## src/rtl/exec_sched_pkg.sv

```systemverilog
// Shared definitions for the execution scheduler: FSM encoding, abort/timeout
// error codes and the default queue depth.
package exec_sched_pkg;

  typedef enum logic [2:0] {
    ST_IDLE,
    ST_START,
    ST_RUN,
    ST_ABORT,
    ST_HALT
  } state_t;

  localparam logic [7:0] ERR_ABORT   = 8'h82;
  localparam logic [7:0] ERR_TIMEOUT = 8'h83;
  localparam int QDEPTH_LOG2_DEFAULT = 4;

endpackage

```

## src/rtl/exec_scheduler_sync_fifo.sv

```systemverilog
// Start-address queue: synchronous FIFO with registered level/full/empty and
// a flush that empties it in one cycle.
module sync_fifo
  import exec_sched_pkg::*;
#(
  parameter int AW = QDEPTH_LOG2_DEFAULT,
  parameter int DW = 16
) (
  input  logic          clk,
  input  logic          rst,
  input  logic          flush,
  input  logic          push,
  input  logic [DW-1:0] din,
  input  logic          pop,
  output logic [DW-1:0] dout,
  output logic [AW:0]   level,
  output logic          full,
  output logic          empty
);

  localparam int DEPTH = 1 << AW;

  logic [DW-1:0] mem [DEPTH];
  logic [AW-1:0] wr_ptr;
  logic [AW-1:0] rd_ptr;
  logic          do_push;
  logic          do_pop;
  logic [AW:0]   next_level;

  // A push against a full queue is dropped even when a pop frees a slot.
  assign do_push    = push && !full;
  assign do_pop     = pop && !empty;
  assign next_level = level + {{AW{1'b0}}, do_push} - {{AW{1'b0}}, do_pop};
  assign dout       = mem[rd_ptr];

  always_ff @(posedge clk) begin
    if (do_push) mem[wr_ptr] <= din;
  end

  always_ff @(posedge clk) begin
    if (rst || flush) begin
      wr_ptr <= '0;
      rd_ptr <= '0;
      level  <= '0;
      full   <= 1'b0;
      empty  <= 1'b1;
    end else begin
      if (do_push) wr_ptr <= wr_ptr + 1'b1;
      if (do_pop)  rd_ptr <= rd_ptr + 1'b1;
      level <= next_level;
      full  <= next_level[AW];
      empty <= (next_level == '0);
    end
  end

endmodule

```

## src/rtl/exec_scheduler.sv

```systemverilog
// Dispatches queued program start addresses to an executor, supervises each
// run with a watchdog and halts on errors or aborts until resumed.
module exec_scheduler
  import exec_sched_pkg::*;
#(
  parameter int QDEPTH_LOG2 = QDEPTH_LOG2_DEFAULT
) (
  input  logic                 clk,
  input  logic                 rst,
  input  logic [15:0]          q_addr,
  input  logic                 q_wr,
  output logic                 q_full,
  output logic [QDEPTH_LOG2:0] q_level,
  input  logic                 run_en,
  input  logic                 abort_req,
  input  logic                 resume,
  input  logic [23:0]          timeout,
  output logic                 exec_start,
  output logic [15:0]          exec_start_addr,
  output logic                 exec_abort,
  input  logic                 exec_complete,
  input  logic [7:0]           exec_error,
  output logic                 busy,
  output logic                 halted,
  output logic [7:0]           last_error,
  output logic [15:0]          last_addr,
  output logic [15:0]          done_count,
  output logic                 err_int,
  output logic                 overflow
);

  state_t      state;
  logic [23:0] wdog;
  logic [15:0] head;
  logic        fifo_empty;
  logic        pop;

  assign pop = (state == ST_IDLE) && run_en && !fifo_empty && !abort_req;

  sync_fifo #(
    .AW(QDEPTH_LOG2),
    .DW(16)
  ) u_queue (
    .clk  (clk),
    .rst  (rst),
    .flush(abort_req),
    .push (q_wr),
    .din  (q_addr),
    .pop  (pop),
    .dout (head),
    .level(q_level),
    .full (q_full),
    .empty(fifo_empty)
  );

  always_ff @(posedge clk) begin
    if (rst) begin
      overflow <= 1'b0;
    end else begin
      if (state == ST_HALT && resume) overflow <= 1'b0;
      if (q_wr && q_full)             overflow <= 1'b1;
    end
  end

  // Host abort outranks completion, which outranks watchdog expiry.
  always_ff @(posedge clk) begin
    if (rst) begin
      state           <= ST_IDLE;
      wdog            <= '0;
      exec_start      <= 1'b0;
      exec_start_addr <= '0;
      exec_abort      <= 1'b0;
      busy            <= 1'b0;
      halted          <= 1'b0;
      last_error      <= '0;
      last_addr       <= '0;
      done_count      <= '0;
      err_int         <= 1'b0;
    end else begin
      exec_start <= 1'b0;
      exec_abort <= 1'b0;
      err_int    <= 1'b0;
      case (state)
        ST_IDLE: begin
          if (pop) begin
            exec_start_addr <= head;
            last_addr       <= head;
            busy            <= 1'b1;
            state           <= ST_START;
          end
        end
        ST_START: begin
          if (abort_req) begin
            exec_abort <= 1'b1;
            last_error <= ERR_ABORT;
            err_int    <= 1'b1;
            busy       <= 1'b0;
            halted     <= 1'b1;
            state      <= ST_HALT;
          end else begin
            exec_start <= 1'b1;
            wdog       <= '0;
            state      <= ST_RUN;
          end
        end
        ST_RUN: begin
          if (abort_req) begin
            exec_abort <= 1'b1;
            last_error <= ERR_ABORT;
            err_int    <= 1'b1;
            busy       <= 1'b0;
            halted     <= 1'b1;
            state      <= ST_HALT;
          end else if (exec_complete) begin
            last_error <= exec_error;
            done_count <= done_count + 16'd1;
            busy       <= 1'b0;
            if (exec_error != 8'h00) begin
              err_int <= 1'b1;
              halted  <= 1'b1;
              state   <= ST_HALT;
            end else begin
              state <= ST_IDLE;
            end
          end else if (timeout != '0 && wdog == timeout) begin
            busy  <= 1'b0;
            state <= ST_ABORT;
          end else begin
            wdog <= wdog + 24'd1;
          end
        end
        ST_ABORT: begin
          exec_abort <= 1'b1;
          last_error <= ERR_TIMEOUT;
          err_int    <= 1'b1;
          halted     <= 1'b1;
          state      <= ST_HALT;
        end
        ST_HALT: begin
          if (resume) begin
            halted <= 1'b0;
            state  <= ST_IDLE;
          end
        end
        default: state <= ST_IDLE;
      endcase
    end
  end

endmodule

```

## config.mk

```make
export PLATFORM = sky130hd
export DESIGN_NAME = exec_scheduler
export DESIGN_NICKNAME = d
export VERILOG_FILES = /design/src/rtl/exec_sched_pkg.sv /design/src/rtl/exec_scheduler_sync_fifo.sv /design/src/rtl/exec_scheduler.sv
export SDC_FILE = /design/constraint.sdc
export NUM_CORES = 1
export LEC_CHECK = 0
export CAP_MARGIN = 20
export CORE_MARGIN = 5
export CORE_UTILIZATION = 40
export DETAILED_ROUTE_END_ITERATION = 10
export DONT_BUFFER_PORTS = 1
export GPL_TIMING_DRIVEN = 0
export PLACE_DENSITY = 0.58
export REMOVE_ABC_BUFFERS = 1
export SYNTH_ARGS = -nofsm -noshare
export SYNTH_HDL_FRONTEND = slang
export SYNTH_SLANG_ARGS = --single-unit
```

## constraint.sdc

```tcl
create_clock -name clk -period 2.74 [get_ports clk]
set_input_delay 0.274 -clock clk [delete_from_list [all_inputs] [get_ports clk]]
set_output_delay 0.274 -clock clk [all_outputs]
set_load 0.03 [all_outputs]
```

==> qor.csv, run 1 <==
metric,value,unit
status,finished clean,
critPathArrivalTime,2.98,ns
fin_nets,1044,
cap_viol_max_count,0,
worstHoldStart,run_en,
pwr-share-clk,45.0,%
tritoncts,done,
die_area,0.0395,mm^2
ant_nets,0,
start_util,40.3,%
layout-drive-gt1-share,21.4,%
max_slew_margin,39.6,%
dp_hpwl,21000,um
synth_edf_count,256,
start_kind,register,
die_w,199,um
ctsHtreeMaxLevel,2,
pwr-share-comb,4.2,%
grt_pass1_vias,8060,
setup_viol_count_final,0,
ys.flop_type,edfxtp_1,
yosysSeqAreaShare,66.1,%
yosys_warnings,0,
gr-total-overflow,0,
max_stage_delay,0.79,ns
hold_viol_final,0,
grt_pass1_wl,49600,um
worstSetupStartpoint,u_queue.full,
p_sw_share,20.9,%
vias_per_cell,5.60,
first_pass_iters,5,
core,0.0354,mm^2
share_seq_of_total_power,50.8,%
peakVddDrop,534,uV
fin_skew,0.0186,ns
end_kind,register,
place.gp.congestion,0.856,
wl_met3,2520,um
synth.top_cell.area_share,53.9,%
period_share,93.8,%
antenna_found_initial,0,
grt_max_degree,56,
critPathRequiredTime,3.15,ns
max-clock-path-buffers,3,
die-height,199,um
crit_path_top_delay_cell,dfxtp_1,
synth_top_family_by_area,multiplexers,
pre_cts_ws,-1.23,ns
path_clk_slew,0.06,ns
synth-xor-area-share,2.70,%
syn_area_per_cell,15.2,um^2
p_per_area,676,mW/mm^2
routed_wl,33300,um
area_delta_synth_final,17.4,%
layout_setup_ws,0.170,ns
report.final.slew_viol_count,0,
reg2reg_from,u_queue.full,
drc,0,
worst_hold_path_type,in -> reg,
post_synth_mux_area_share,13.1,%
wl_per_cell,22.7,um
synth_cell_type_count,55,
final_cells,1465,
place_inst,1357,
synth-compound-area-share,5.02,%
fin_tns_setup,0,ns
worst_slew_pin_slew,0.900,ns
grt_setup_unrepaired,no,
p_int,8.95,mW
wl_met1,14200,um
netlist_area,0.0143,mm^2
p_sw,2.36,mW
min_period,2.57,ns
cp_max_fo,9,
ys_top_cells_by_count,"edfxtp_1 (256), dfxtp_1 (87), mux4_2 (80)",
clk_latency,0.53,ns
critPathBufInv,0,
leakage,5.25,nW
ys_seq_elements,343,
synth_area_leader_cell,edfxtp_1,
n_antenna_cell,0,
row_count,69,
synth_most_common_cell,edfxtp_1,
syn-instance-count,936,
cts.sinks,343,
wl_met2,15900,um
vias,8204,
cts_made_buffers,37,
worstSetupPathType,reg -> reg,
port_buffers,0,
worst_path_dominant_cell_family,flip-flops,
synthAdderAreaFrac,1.19,%
yosys-top-cells-area,"edfxtp_1 (54%), mux4_2 (13%), dfxtp_1 (12%), xor2_1 (2.2%), nand2_1 (1.8%)",
cts-root-buf,clkbuf_16,
grt_usage,16.5,%
ioPinCount,123,
drtIter0Drc,585,
top_layer,met4,
max_freq,389,MHz
crit_path_cell_trace,nor2b_2 > ha_1 > fa_1 > a21o_1 > a21oi_1 > xnor2_1 > a41o_1,
timing.hold.ws,0.0144,ns
synthArstFlopShare,0,%
synth-simple-area-share,9.12,%
==> layout make-up <==
class                           count  area [um^2]
Clock buffer                       53         1030
Clock inverter                     14          220
Fill cell                        3027        18700
Inverter                           15         60.1
Multi-Input combinational cell    511         4500
Sequential cell                   343         9450
Tap cell                          461          577
Timing Repair Buffer               68          905
==> repair_timing <==
action	CTS	global route
buffers inserted	3	12
pin swaps	1	1
endpoints found under the setup margin	93	5
hold buffers	26	0
resized for setup	9	2
endpoints found under the hold margin	314	0
==> placed cells by master, fill, tap and decap left out, drive strengths merged, types with 9 or more instances in the layout <==
| master | instances |
|---|---|
| nor2b | 9 |
| mux4 | 80 |
| a31oi | 12 |
| o21ai | 22 |
| nand4 | 16 |
| nand3 | 16 |
| inv | 15 |
| a21oi | 44 |
| ha | 12 |
| nor2 | 64 |
| buf | 43 |
| nor4 | 21 |
| nand2 | 70 |
| dlygate4sd3 | 25 |
| o311ai | 12 |
| dfxtp | 87 |
| xor2 | 36 |
| nor3 | 15 |
| edfxtp | 256 |
| o31ai | 11 |
| clkbuf | 53 |
==> routing by layer <==
metal  global-route usage, %  vias up
met3                    3.39       57
met2                    26.9      265
met1                    23.0     4185
li1                        -     3697
met5                       0        -
met4                    4.46        0
==> worst register-to-register path, stage by stage, from the launching register on <==
cell     delay [ns]
dfxtp_1        0.79
nor2b_2        0.25
ha_1           0.30
fa_1           0.40
a21o_1         0.18
a21oi_1        0.18
xnor2_1        0.11
a41o_1         0.25
==> cell families after synthesis <==
kind of cell / count (synthesis)
AO/OA/AOI/OAI: 116
XOR/XNOR: 44
adder cells (fa/ha/maj): 13
buffers and inverters: 82
flip-flops: 343
multiplexers: 86
AND/OR/NAND/NOR: 252
==> stage by stage <==
step	utilization [%]	power [mW]	instance area, um^2
floorplan	-	6.10	13900
global placement	41.0	6.20	14500
detailed placement	42.6	6.23	15100
CTS	47.0	11.4	16600
global route	47.3	11.7	16700
finish	47.3	11.3	16700
==> state kept, by name, summed over array words and instances (netlist names) <==
| name | cells |
|---|---|
| u_queue.level | 4 |
| err_int | 1 |
| u_queue.empty | 1 |
| overflow | 1 |
| u_queue.full | 1 |
| last_error | 8 |
| state | 3 |
| u_queue.rd_ptr | 4 |
| u_queue.wr_ptr | 4 |
| wdog | 24 |
| busy | 1 |
| halted | 1 |
| u_queue.mem | 256 |
| last_addr | 16 |
| exec_abort | 1 |
| done_count | 16 |
| exec_start | 1 |
==> power groups by stage <==
stage | sequential, mW | combinational, mW | clock (mW)
after floorplan | 5.86 | 0.245 | 0
after global placement | 5.88 | 0.321 | 0
after detailed placement | 5.87 | 0.360 | 0
after CTS | 5.76 | 0.464 | 5.22
after global routing | 5.76 | 0.518 | 5.44
final | 5.75 | 0.471 | 5.09
==> path summary, 6_finish.rpt <==
kind                            depth (start not counted)             to  slack (ns)
worst min register to register                          1       state[0]        0.48
worst max-delay path                                    7  u_queue.empty        0.17
worst min-delay path                                    4       state[0]        0.01
worst max register to register                          7  u_queue.empty        0.17
Power figures use the tool's default switching activity.
==> inputs of run 2 (changes only) <==
--- a/config.mk
+++ b/config.mk
@@ -11,7 +11,7 @@
 export DETAILED_ROUTE_END_ITERATION = 10
 export DONT_BUFFER_PORTS = 1
 export GPL_TIMING_DRIVEN = 0
-export PLACE_DENSITY = 0.58
+export PLACE_DENSITY = 0.56
 export REMOVE_ABC_BUFFERS = 1
 export SYNTH_ARGS = -nofsm -noshare
 export SYNTH_HDL_FRONTEND = slang
==> constraint.sdc (replaced) <==
create_clock -name clk -period 2.4 [get_ports clk]
set_input_delay 0.24 -clock clk [delete_from_list [all_inputs] [get_ports clk]]
set_output_delay 0.24 -clock clk [all_outputs]
set_load 0.03 [all_outputs]
==> run 2 against run 1 <==
Compared with the run above:
- flip-flop and latch count unchanged
- clock power up 12%
- clock-buffer cell count down 2
- wire length up 0.64%
- worst setup slack worse by 0.11 ns
- critical endpoint unchanged
- largest power group unchanged
==> qor.csv, run 2 (synthesized netlist as in run 1, its figures left out) <==
metric,value,unit,change
leakage,5.33,nW,was 5.25 nW
reg2reg_from,state[1],,was u_queue.full
vias,8128,,"was 8,204"
die-height,199,um,unchanged
grt_usage,16.7,%,was 16.5%
period_share,97.6,%,was 93.8%
crit_path_top_delay_cell,dfxtp_4,,was dfxtp_1
cts_made_buffers,38,,was 37
grt_pass1_vias,8132,,"was 8,060"
share_seq_of_total_power,51.1,%,was 50.8%
gr-total-overflow,0,,unchanged
start_util,40.3,%,unchanged
max_freq,427,MHz,was 389 MHz
worstHoldStart,exec_complete,,was run_en
critPathArrivalTime,2.76,ns,was 2.98 ns
r2r_cells,11,,was 7
crit_path_cell_trace,nor2_4 > nand4_1 > clkinvlp_4 > ha_4 > inv_2 > ha_4 > fa_2 > a21o_1 > a21oi_2 > xnor2_1 > a41o_1,,was nor2b_2 > ha_1 > fa_1 > a21o_1 > a21oi_1 > xnor2_1 > a41o_1
drc,0,,unchanged
p_sw_share,21.5,%,was 20.9%
regToRegEndpoint,u_queue.empty,,unchanged
pwr-share-clk,44.5,%,was 45.0%
largest_register,u_queue.mem,,unchanged
report.final.slew_viol_count,0,,unchanged
layout-drive-gt1-share,23.3,%,was 21.4%
fin_nets,1055,,"was 1,044"
fin_skew,0.0174,ns,was 0.0186 ns
max_slew_margin,42.6,%,was 39.6%
ant_nets,0,,unchanged
wl_per_cell,22.7,um,about the same
p_int,10.1,mW,was 8.95 mW
clk_latency,0.53,ns,about the same
fillers,3030,,"was 3,027"
row_count,69,,unchanged
largest_reg_flops,256,,unchanged
p_per_area,760,mW/mm^2,was 676 mW/mm^2
final_cell_mix,"edfxtp_1 (256), mux4_2 (80), dfxtp_1 (79), nand2_1 (70), nor2_1 (49)",,"was edfxtp_1 (256), dfxtp_1 (81), mux4_2 (80), nand2_1 (70), nor2_1 (52)"
dp_hpwl,21200,um,"was 21,000 um"
place.gp.congestion,0.862,,was 0.856
first_pass_iters,4,,was 5
pre_cts_ws,-1.49,ns,was -1.23 ns
post_dp_cell_area,0.0150,mm^2,was 0.0151 mm^2
port_buffers,0,,unchanged
tritoncts,done,,unchanged
area_delta_synth_final,18.5,%,was 17.4%
status,finished clean,,unchanged
critPathRequiredTime,2.82,ns,was 3.15 ns
min_to,busy,,was state[0]
max-clock-path-buffers,3,,unchanged
min_period,2.34,ns,was 2.57 ns
worst_slew_pin_slew,0.861,ns,was 0.900 ns
regArea,0.00945,mm^2,about the same
hold_viol_final,0,,unchanged
die_w,199,um,unchanged
p_sw,2.76,mW,was 2.36 mW
cap_viol_max_count,0,,unchanged
drtIter0Drc,394,,was 585
peakVddDrop,658,uV,was 534 uV
worstSetupPathType,reg -> reg,,unchanged
setup_viol_count_final,0,,unchanged
max_stage_delay,0.37,ns,was 0.79 ns
mostFrequentLayoutCell,edfxtp_1,,unchanged
grt_max_degree,56,,unchanged
end_kind,register,,unchanged
ioPinCount,123,,unchanged
cpMostUsedCell,ha_4,,
multi_input_area,0.00461,mm^2,was 0.00450 mm^2
ctsHtreeMaxLevel,2,,unchanged
grt_setup_unrepaired,yes,,was no
antenna_found_initial,1,,was 0
cts-root-buf,clkbuf_16,,unchanged
start_kind,register,,unchanged
routed_wl,33500,um,"was 33,300 um"
core,0.0354,mm^2,unchanged
worst_hold_path_type,in -> reg,,unchanged
grt_pass1_wl,50000,um,"was 49,600 um"
die_area,0.0395,mm^2,unchanged
vias_per_cell,5.50,,was 5.60
cp_max_fo,3,,was 9
hold_path_depth,3,,was 4
finalInstanceArea,0.0169,mm^2,was 0.0167 mm^2
pwr-share-comb,4.4,%,was 4.2%
r2r_setup_slack,0.06,ns,was 0.17 ns
path_clk_slew,0.06,ns,about the same
cts.sinks,343,,unchanged
layout_setup_ws,0.0584,ns,was 0.170 ns
reg.largest.list,"u_queue.mem (256), wdog (24)",,unchanged
==> run 2: worst max-delay path by stage <==
| stage | from | end | slack, ns | cells past startpoint |
|---|---|---|---|---|
| after detailed placement | state[2] | u_queue.empty | -1.49 | 12 |
| after global routing | state[1] | u_queue.empty | -0.03 | 11 |
| after floorplan | u_queue.rd_ptr[0] | last_addr[0] | -1.75 | 4 |
| after CTS | state[1] | u_queue.empty | -0.13 | 12 |
| final | state[1] | u_queue.empty | 0.06 | 11 |
| after global placement | u_queue.rd_ptr[0] | last_addr[6] | -3.17 | 4 |
==> run 2: critical path, delay by kind of cell, from the launching register on <==
family / cells / cell delay (ns)
adder cells (fa/ha/maj): 3 / 0.77
AO/OA/AOI/OAI: 3 / 0.57
AND/OR/NAND/NOR: 2 / 0.21
buffers and inverters: 2 / 0.21
XOR/XNOR: 1 / 0.10
flip-flops: 1 / 0.37
==> run 2: metal layers <==
metal,vias up,share of wire [%],GRT usage [%]
li1,3734,-,-
met1,4104,44,23.1
met2,235,47,27.0
met3,55,6.4,3.59
met4,0,2.1,4.61
met5,-,0,0
==> run 2: layout make-up <==
type / instances / area share (%)
tap: 461 / 3.42
multi-input combinational: 511 / 27.3
clock inverter: 17 / 1.13
clock buffer: 51 / 6.16
antenna: 1 / 0.0148
sequential: 343 / 56.0
inverter: 15 / 0.356
timing repair buffer: 78 / 5.65
==> run 2: what timing repair did <==
item                       4_1_cts  5_1_grt
hold buffers                    29        0
buffers inserted                13        9
hold endpoints to repair       314        0
resized for setup               22       14
pin swaps                        5       13
setup endpoints to repair      286       73
==> run 2: metrics by stage <==
stage | utilization, % | total power [mW] | hold WS, ns | TNS (ns) | cells
5_1_grt | 47.7 | 13.3 | 0.0354 | -0.0794 | 1476
3_3_place_gp | 41.0 | 7.08 | 0.322 | -455.91 | 1330
6_report | 47.7 | 12.8 | 0.0289 | 0 | 1477
2_1_floorplan | - | 6.97 | 0.309 | -57.04 | 869
4_1_cts | 47.3 | 13.0 | 0.00217 | -0.153 | 1468
3_5_place_dp | 42.5 | 7.11 | 0.323 | -84.71 | 1358
==> run 2: power by group through the flow <==
stage / Clock [mW] / Sequential [mW] / Combinational [mW]
global route: 6.11 / 6.57 / 0.624
finish: 5.71 / 6.56 / 0.566
detailed placement: 0 / 6.70 / 0.407
global placement: 0 / 6.71 / 0.365
CTS: 5.86 / 6.56 / 0.560
floorplan: 0 / 6.69 / 0.279
